[src/rtl/dense_layer_seq.sv]
// dense_layer_seq: time-multiplexed fully-connected layer, one MAC per clock.
// Mode 3 is PWL softplus when DENSE_SOFTPLUS_EN is defined, else identity.
module dense_layer_seq #(
  parameter int N_IN   = 9,
  parameter int N_OUT  = 9,
  parameter int IN_W   = 1,
  parameter int DATA_W = 20,
  parameter int FRAC_W = 12,
  localparam int AW = (N_IN * N_OUT > 1) ? $clog2(N_IN * N_OUT) : 1,
  localparam int OW = (N_OUT > 1) ? $clog2(N_OUT) : 1
) (
  input  logic                   clk,
  input  logic                   rst_n,
  input  logic                   in_valid,
  output logic                   in_ready,
  input  logic [N_IN*IN_W-1:0]   in_data,
  input  logic [1:0]             cfg_act,
  input  logic                   wr_en,
  input  logic                   wr_is_bias,
  input  logic [AW-1:0]          wr_addr,
  input  logic [DATA_W-1:0]      wr_data,
  output logic                   wr_err,
  output logic                   out_valid,
  input  logic                   out_ready,
  output logic [DATA_W-1:0]      out_data,
  output logic [OW-1:0]          out_idx,
  output logic                   out_last,
  output logic                   busy
);

  localparam int KW    = (N_IN > 1) ? $clog2(N_IN) : 1;
  localparam int ACC_W = DATA_W + IN_W + $clog2(N_IN) + 1;
  localparam int PW    = DATA_W + IN_W + 1;
  localparam int HW    = DATA_W + 2;
  localparam int NW    = N_IN * N_OUT;

  localparam logic signed [ACC_W-1:0] SMAX =
    ACC_W'(2 ** (DATA_W - 1) - 1);
  localparam logic signed [ACC_W-1:0] SMIN =
    ACC_W'(-(2 ** (DATA_W - 1)));
  localparam logic signed [HW-1:0] ONE  = HW'(1 << FRAC_W);
  localparam logic signed [HW-1:0] HALF = HW'(1 << (FRAC_W - 1));

  typedef enum logic [1:0] {
    IDLE, MAC, ACT, OUT
  } state_t;

  state_t state, next;

  logic [N_IN*IN_W-1:0]      in_q;
  logic [1:0]                act_q;
  logic [OW-1:0]             j;
  logic [KW-1:0]             k;
  logic signed [ACC_W-1:0]   acc;
  logic signed [DATA_W-1:0]  wmem [NW];
  logic signed [DATA_W-1:0]  bmem [N_OUT];

  logic [AW-1:0]             w_addr;
  logic [IN_W-1:0]           elem;
  logic signed [PW-1:0]      prod;
  logic signed [DATA_W-1:0]  sat;
  logic signed [HW-1:0]      satw;
  logic signed [HW-1:0]      hs;
  logic signed [DATA_W-1:0]  act_res;
  logic                      wr_ok;
  logic                      k_last;

  assign in_ready = (state == IDLE);
  assign busy     = (state != IDLE);
  assign k_last   = (k == KW'(N_IN - 1));

  assign w_addr = AW'(32'(j) * N_IN + 32'(k));
  assign elem   = in_q[32'(k) * IN_W +: IN_W];
  assign prod   = PW'(wmem[w_addr]) *
                  PW'($signed({1'b0, elem}));

  assign wr_ok = wr_en && (state == IDLE) &&
                 (wr_is_bias ? (32'(wr_addr) < N_OUT)
                             : (32'(wr_addr) < NW));

  // saturate the accumulator to the output width
  always_comb begin
    sat = DATA_W'(acc);
    if (acc > SMAX)
      sat = DATA_W'(SMAX);
    else if (acc < SMIN)
      sat = DATA_W'(SMIN);
  end

  assign satw = HW'(sat);
  assign hs   = HW'(sat >>> 2) + HALF;

`ifdef DENSE_SOFTPLUS_EN
  localparam int SQW = 2 * HW;
  localparam logic signed [HW-1:0] TWO = HW'(2 << FRAC_W);

  logic signed [HW-1:0] sh;
  logic [SQW-1:0]       sq;
  logic signed [DATA_W-1:0] sp;

  assign sh = satw + TWO;
  assign sq = SQW'($unsigned(sh)) * SQW'($unsigned(sh));

  // quadratic knee between -2 and +2, linear/zero outside
  always_comb begin
    sp = DATA_W'(sq >> (FRAC_W + 3));
    if (satw <= -TWO)
      sp = '0;
    else if (satw >= TWO)
      sp = sat;
  end
`endif

  // activation select on the latched mode
  always_comb begin
    act_res = sat;
    case (act_q)
      2'd1: begin
        if (hs < 0)
          act_res = '0;
        else if (hs > ONE)
          act_res = DATA_W'(ONE);
        else
          act_res = DATA_W'(hs);
      end
      2'd2: act_res = sat[DATA_W-1] ? '0 : sat;
`ifdef DENSE_SOFTPLUS_EN
      2'd3: act_res = sp;
`endif
      default: act_res = sat;
    endcase
  end

  // state register
  always_ff @(posedge clk or negedge rst_n) begin
    if (!rst_n)
      state <= IDLE;
    else
      state <= next;
  end

  // next-state logic
  always_comb begin
    next = state;
    unique case (state)
      IDLE: if (in_valid) next = MAC;
      MAC:  if (k_last) next = ACT;
      ACT:  next = OUT;
      OUT:  if (out_ready) next = out_last ? IDLE : MAC;
      default: next = IDLE;
    endcase
  end

  // datapath: bias is folded in on the first MAC so same-cycle
  // writes at accept are already visible
  always_ff @(posedge clk or negedge rst_n) begin
    if (!rst_n) begin
      in_q      <= '0;
      act_q     <= '0;
      j         <= '0;
      k         <= '0;
      acc       <= '0;
      out_valid <= 1'b0;
      out_data  <= '0;
      out_idx   <= '0;
      out_last  <= 1'b0;
    end else begin
      unique case (state)
        IDLE: begin
          if (in_valid) begin
            in_q  <= in_data;
            act_q <= cfg_act;
            j     <= '0;
            k     <= '0;
          end
        end
        MAC: begin
          acc <= ((k == '0) ? ACC_W'(bmem[j]) : acc) +
                 ACC_W'(prod);
          k   <= k_last ? '0 : k + 1'b1;
        end
        ACT: begin
          out_data  <= act_res;
          out_idx   <= j;
          out_last  <= (j == OW'(N_OUT - 1));
          out_valid <= 1'b1;
        end
        OUT: begin
          if (out_ready) begin
            out_valid <= 1'b0;
            if (!out_last) begin
              j <= j + 1'b1;
              k <= '0;
            end
          end
        end
        default: ;
      endcase
    end
  end

  // weight/bias storage and write rejection flag
  always_ff @(posedge clk or negedge rst_n) begin
    if (!rst_n) begin
      for (int i = 0; i < NW; i++)
        wmem[i] <= '0;
      for (int i = 0; i < N_OUT; i++)
        bmem[i] <= '0;
      wr_err <= 1'b0;
    end else begin
      wr_err <= wr_en && !wr_ok;
      if (wr_ok) begin
        if (wr_is_bias)
          bmem[OW'(wr_addr)] <= wr_data;
        else
          wmem[wr_addr] <= wr_data;
      end
    end
  end

endmodule

[config.mk]
export PLATFORM = sky130hd
export DESIGN_NAME = dense_layer_seq
export DESIGN_NICKNAME = d
export VERILOG_FILES = /design/src/rtl/dense_layer_seq.sv
export SDC_FILE = /design/constraint.sdc
export NUM_CORES = 2
export LEC_CHECK = 0
export ABC_AREA = 0
export CAP_MARGIN = 5
export CORE_MARGIN = 2
export CORE_UTILIZATION = 40
export DETAILED_ROUTE_END_ITERATION = 12
export PLACE_DENSITY = 0.59
export SYNTH_ARGS = -nofsm -noshare
export SYNTH_HDL_FRONTEND = slang
export SYNTH_SLANG_ARGS = --single-unit
[constraint.sdc]
create_clock -name clk -period 15 [get_ports clk]
set_input_delay 3 -clock clk [delete_from_list [all_inputs] [get_ports clk]]
set_output_delay 3 -clock clk [all_outputs]
set_load 0.1 [all_outputs]
==> results.md <==
- The total nets after synthesis is 5859.
- The critical path is of the reg -> reg type.
- At the worst endpoint, the required time is 15750 ps.
- Data on the critical path arrives at its endpoint at slightly below 9000 ps.
- The final number of setup-violating endpoints is 0.
- The maximum vdd ir drop is 0.199 mV.
- The clock edge transition at the registers on the reported setup and hold paths is roughly 60 ps.
- Detailed routing inserted a total of 49800 vias.
- Setup repair after global routing left no endpoint under its margin.
- The max-slew violation count was 0.
- The switching part of the total is 32.8%.
- For this run, the leading register cell type out of synthesis is sky130_fd_sc_hd__dfrtp_1.
- The worst-case clock buffer depth is 3.
- The run finished with clean final reports.
- The most common cell after layout, fill and taps aside is sky130_fd_sc_hd__dfrtp_1.
- The maximum clock rate is 122 MHz.
- The number of placed I/O pins is 73.
- The routability congestion estimate from global placement is around 0.87.
- The routed wire length per instance is 27.6 um.
- The number of antenna-violating nets in the routed design is 0.
- The startpoint of the worst hold path is wmem[907].
- The clock network burns a little over a third of the power.
- The count of input and output buffers is ~70.
- Using the TritonRoute via totals, the vias-per-cell ratio works out to 5.77.
- The total count of hold-check failures in the final report is 0.
- The pin count of the biggest net entering global routing is 166.
- The average cell area after synthesis is 15.2 um^2.
- TritonCTS built the clock tree.
- In this run the biggest area consumer among cell types represents around 54% of the synthesized area.
- sky130_fd_sc_hd__dfrtp_1 takes more of the synthesized area than any other cell.
- The measured slew at the worst slew-check pin is around 1200 ps.
- The number of antenna violations at the first check in global routing is 18.
- The pre-CTS worst setup slack is 6820 ps.
- The initial utilization of the core area, before any placement, comes to around 40%.
- The worst hold path belongs to the class reg -> reg.
- After synthesis the cells add up to 87400 um^2.
- The reported leakage power is between 40 and 50 nW.
- Buffers inserted during clock tree synthesis total 203.
- From left edge to right edge, the die measures ~470 um.
- The library cells used most frequently in the layout, excluding fill and tap cells, are 1871 x sky130_fd_sc_hd__dfrtp_1, 1839 x sky130_fd_sc_hd__mux2_2, 537 x sky130_fd_sc_hd__mux4_2.
- Yosys attributes the largest share of cell area to sky130_fd_sc_hd__dfrtp_1 54%, sky130_fd_sc_hd__mux2_2 24%, sky130_fd_sc_hd__mux4_2 14%.
- The endpoint of the worst register-to-register path is acc[23].
- The remaining routing DRC violations is 0.
- In this run the core area contains 171 standard-cell rows.
- The number of setup buffers added after CTS is 0.
- The routed design has 238000 um of wire.
- The global-route wire length before repair is 359000 um.
- Counting instances, the worst hold path has a depth of 1.
- On the worst path, the slowest cell contributes a delay of 840 ps.
- The worst-case clock skew is 34.5 ps.
- Once the clock tree was built, the resizer swapped 0 gates to a different size.
- The number of buffers inserted by hold repair at cts is 0.
- Dividing total power by cell area gives a power density of 150 nW/um^2.
- Of the cells placed in the final design, the portion with a size suffix greater than 1 is 51.1%.
- The total negative slack for setup checks is 0 ps.
- The total overflow left after global routing is 0.
- In this run the vertical extent of the chip is 471 um.
- The final critical path time including I/O delays and setup is 8170 ps.
- The kind of start point of the critical path is a flop.
- The startpoint identified for the worst register-to-register timing path is j[0].
- The number of warnings issued by yosys is 0.
- In this run, the combinational gates consume 27.6% of the power.
- The fraction of power consumed by sequential logic is 37.5%.
- The first detailed-routing pass ran for 8 iterations.
- Counting stages on the worst path, the most repeated cell is sky130_fd_sc_hd__a211oi_1.
- The number of sinks driven by the clock tree is 1874.
- In this run the number of H-tree levels came out at 4.
- Detailed placement finished with a half-perimeter wire length of 142000 um.
- Of the available clock period, the critical path in the final layout requires between 50% and 60%.
- The number of design-rule violations left by the first detailed-router iteration is around 4100.
- The peak fanout along the critical path is 58.
- Synthesis inferred 1874 register bits.
- The number of cells traversed by the worst register-to-register path is 21.
- Walking the worst path, the cells encountered are ha_4 -> ha_4 -> buf_4 -> buf_4 -> mux4_2 -> mux4_2 -> nand2_1 -> nand3_1 -> a32oi_1 -> nor2_1 -> ha_1 -> ha_1 -> fa_1 -> a211oi_1 -> o21ai_0 -> a211oi_1 -> a211oi_1 -> nor3_1 -> o21ai_0 -> xnor2_1 -> mux2_2.
- The clock root buffer is sky130_fd_sc_hd__clkbuf_16.
- The endpoint kind of the worst setup timing path is a flop.
- Synthesis produced a netlist whose cell count is between 5000 and 6000.
- The largest individual stage delay along the critical path comes from the cell sky130_fd_sc_hd__buf_4.
- In the synthesized netlist the async set-or-reset flop fraction comes to 100%.
- The total power of the final layout is 14.7 mW.
- The number of global-route vias before repair is 52500.
- The distinct cell type count after synthesis is slightly below 70.
- After synthesis, flip-flops and latches occupy 53.7% of the total area.
- Across all setup checks in the final design, the least slack found is 6830 ps.
- Global routing used a little over a fifth of the available tracks.
- The die covers 222000 um^2.
- The synthesis-to-layout area growth is 12.0%.
- The internal power of the cells totals 9.90 mW.
- The slack of the worst reg-to-reg path is 6830 ps.
- The number of enable-type register cells in the synthesized netlist is 0.
- The clock network latency to the later pin of the worst-skew pair is 860 ps.
- The number of maximum-capacitance constraint violations is 0.
- After floorplanning, the core was sized to cover about 220000 um^2.
- The switching component of the power is approximately 4.8 mW.
- The worst hold path endpoint is wmem[907].
- Headroom to the max-slew limit came out at 22.5%.
- The count of nets after finishing is 5716.
-- worst max-delay path, delay by kind of cell, from the launching register on --
family / cells / cell delay, ps
xor+xnor: 1 / 150
fa+ha+maj: 5 / 1900
buf+inv: 2 / 1660
simple gates: 4 / 610
compound gates: 6 / 1690
mux: 3 / 1200
flops: 1 / 660
-- Yosys cell counts, types with 13 or more instances --
master,number
sky130_fd_sc_hd__dfrtp_1,1874
sky130_fd_sc_hd__mux2_2,1839
sky130_fd_sc_hd__mux4_2,537
sky130_fd_sc_hd__clkbuf_1,446
sky130_fd_sc_hd__nand2_1,232
sky130_fd_sc_hd__nor2_1,114
sky130_fd_sc_hd__nand3_1,74
sky130_fd_sc_hd__ha_1,71
sky130_fd_sc_hd__o21ai_0,67
sky130_fd_sc_hd__buf_1,58
sky130_fd_sc_hd__a21oi_1,56
sky130_fd_sc_hd__buf_2,55
sky130_fd_sc_hd__inv_1,41
sky130_fd_sc_hd__mux2i_1,31
sky130_fd_sc_hd__a32oi_1,19
sky130_fd_sc_hd__xnor2_1,19
sky130_fd_sc_hd__a21o_1,14
sky130_fd_sc_hd__nor3_1,13
sky130_fd_sc_hd__o211ai_1,13
-- cell families after synthesis --
group	count (synthesis)	synth area share [%]
buffers and inverters	608	2.73
muxes	2408	37.9
xor gates and xnor gates	29	0.291
AOI/OAI and AO/OA	244	1.78
DFF	1874	53.7
adders and majority gates	73	1.06
and+or+nand+nor	506	2.57
-- layer usage --
layer	vias up	routed length, um	global-route usage, %	part of all wire, %
li1	21000	-	-	-
met1	27400	112000	31.8	47
met2	1092	110000	33.4	46
met3	319	10900	3.41	4.6
met4	8	5900	5.96	2.5
met5	-	53	0	0.022
-- sequential cells by signal, summed over array words and instances, names as in the netlist --
| name | flops |
|---|---|
| in_q | 9 |
| state | 2 |
| out_data | 20 |
| bmem | 180 |
| out_valid | 1 |
| j | 4 |
| wr_err | 1 |
| out_last | 1 |
| act_q | 2 |
| wmem | 1620 |
| out_idx | 4 |
| acc | 26 |
| k | 4 |
-- power groups by stage --
stage | clock (mW) | combinational, mW | sequential, mW
after CTS | 5.25 | 4.13 | 5.52
after global placement | 0 | 4.10 | 5.60
final | 5.13 | 4.06 | 5.52
after floorplan | 0 | 2.75 | 5.73
after global routing | 5.46 | 4.36 | 5.55
after detailed placement | 0 | 4.12 | 5.61
-- layout make-up --
cell class	count	area, um^2
Fill cell	19000	119000
Clock inverter	67	808
Sequential cell	1874	46900
Clock buffer	306	6100
Multi-Input combinational cell	3260	38400
Inverter	41	154
Timing Repair Buffer	219	1910
Tap cell	2854	3570
Antenna cell	7	17.5
-- through the flow --
| stage | area, um^2 | hold WS, ps | utilization, % | std cells |
|---|---|---|---|---|
| after floorplan | 87400 | 474 | - | 5742 |
| after global placement | 90900 | 466 | 41.9 | 8248 |
| after detailed placement | 90900 | 487 | 41.9 | 8248 |
| after CTS | 97900 | 500 | 45.1 | 8621 |
| after global routing | 97900 | 506 | 45.1 | 8626 |
| final | 97900 | 499 | 45.1 | 8628 |
-- how the worst max path moves through the flow --
| stage | end | slack, ps | start |
|---|---|---|---|
| 2_1_floorplan | acc[23] | 8790 | k[1] |
| 3_3_place_gp | acc[25] | 6750 | j[0] |
| 3_5_place_dp | acc[23] | 6820 | j[0] |
| 4_1_cts | acc[23] | 6790 | j[0] |
| 5_1_grt | acc[25] | 6280 | j[0] |
| 6_report | acc[23] | 6830 | j[0] |
(Power assumes the default switching activity.)
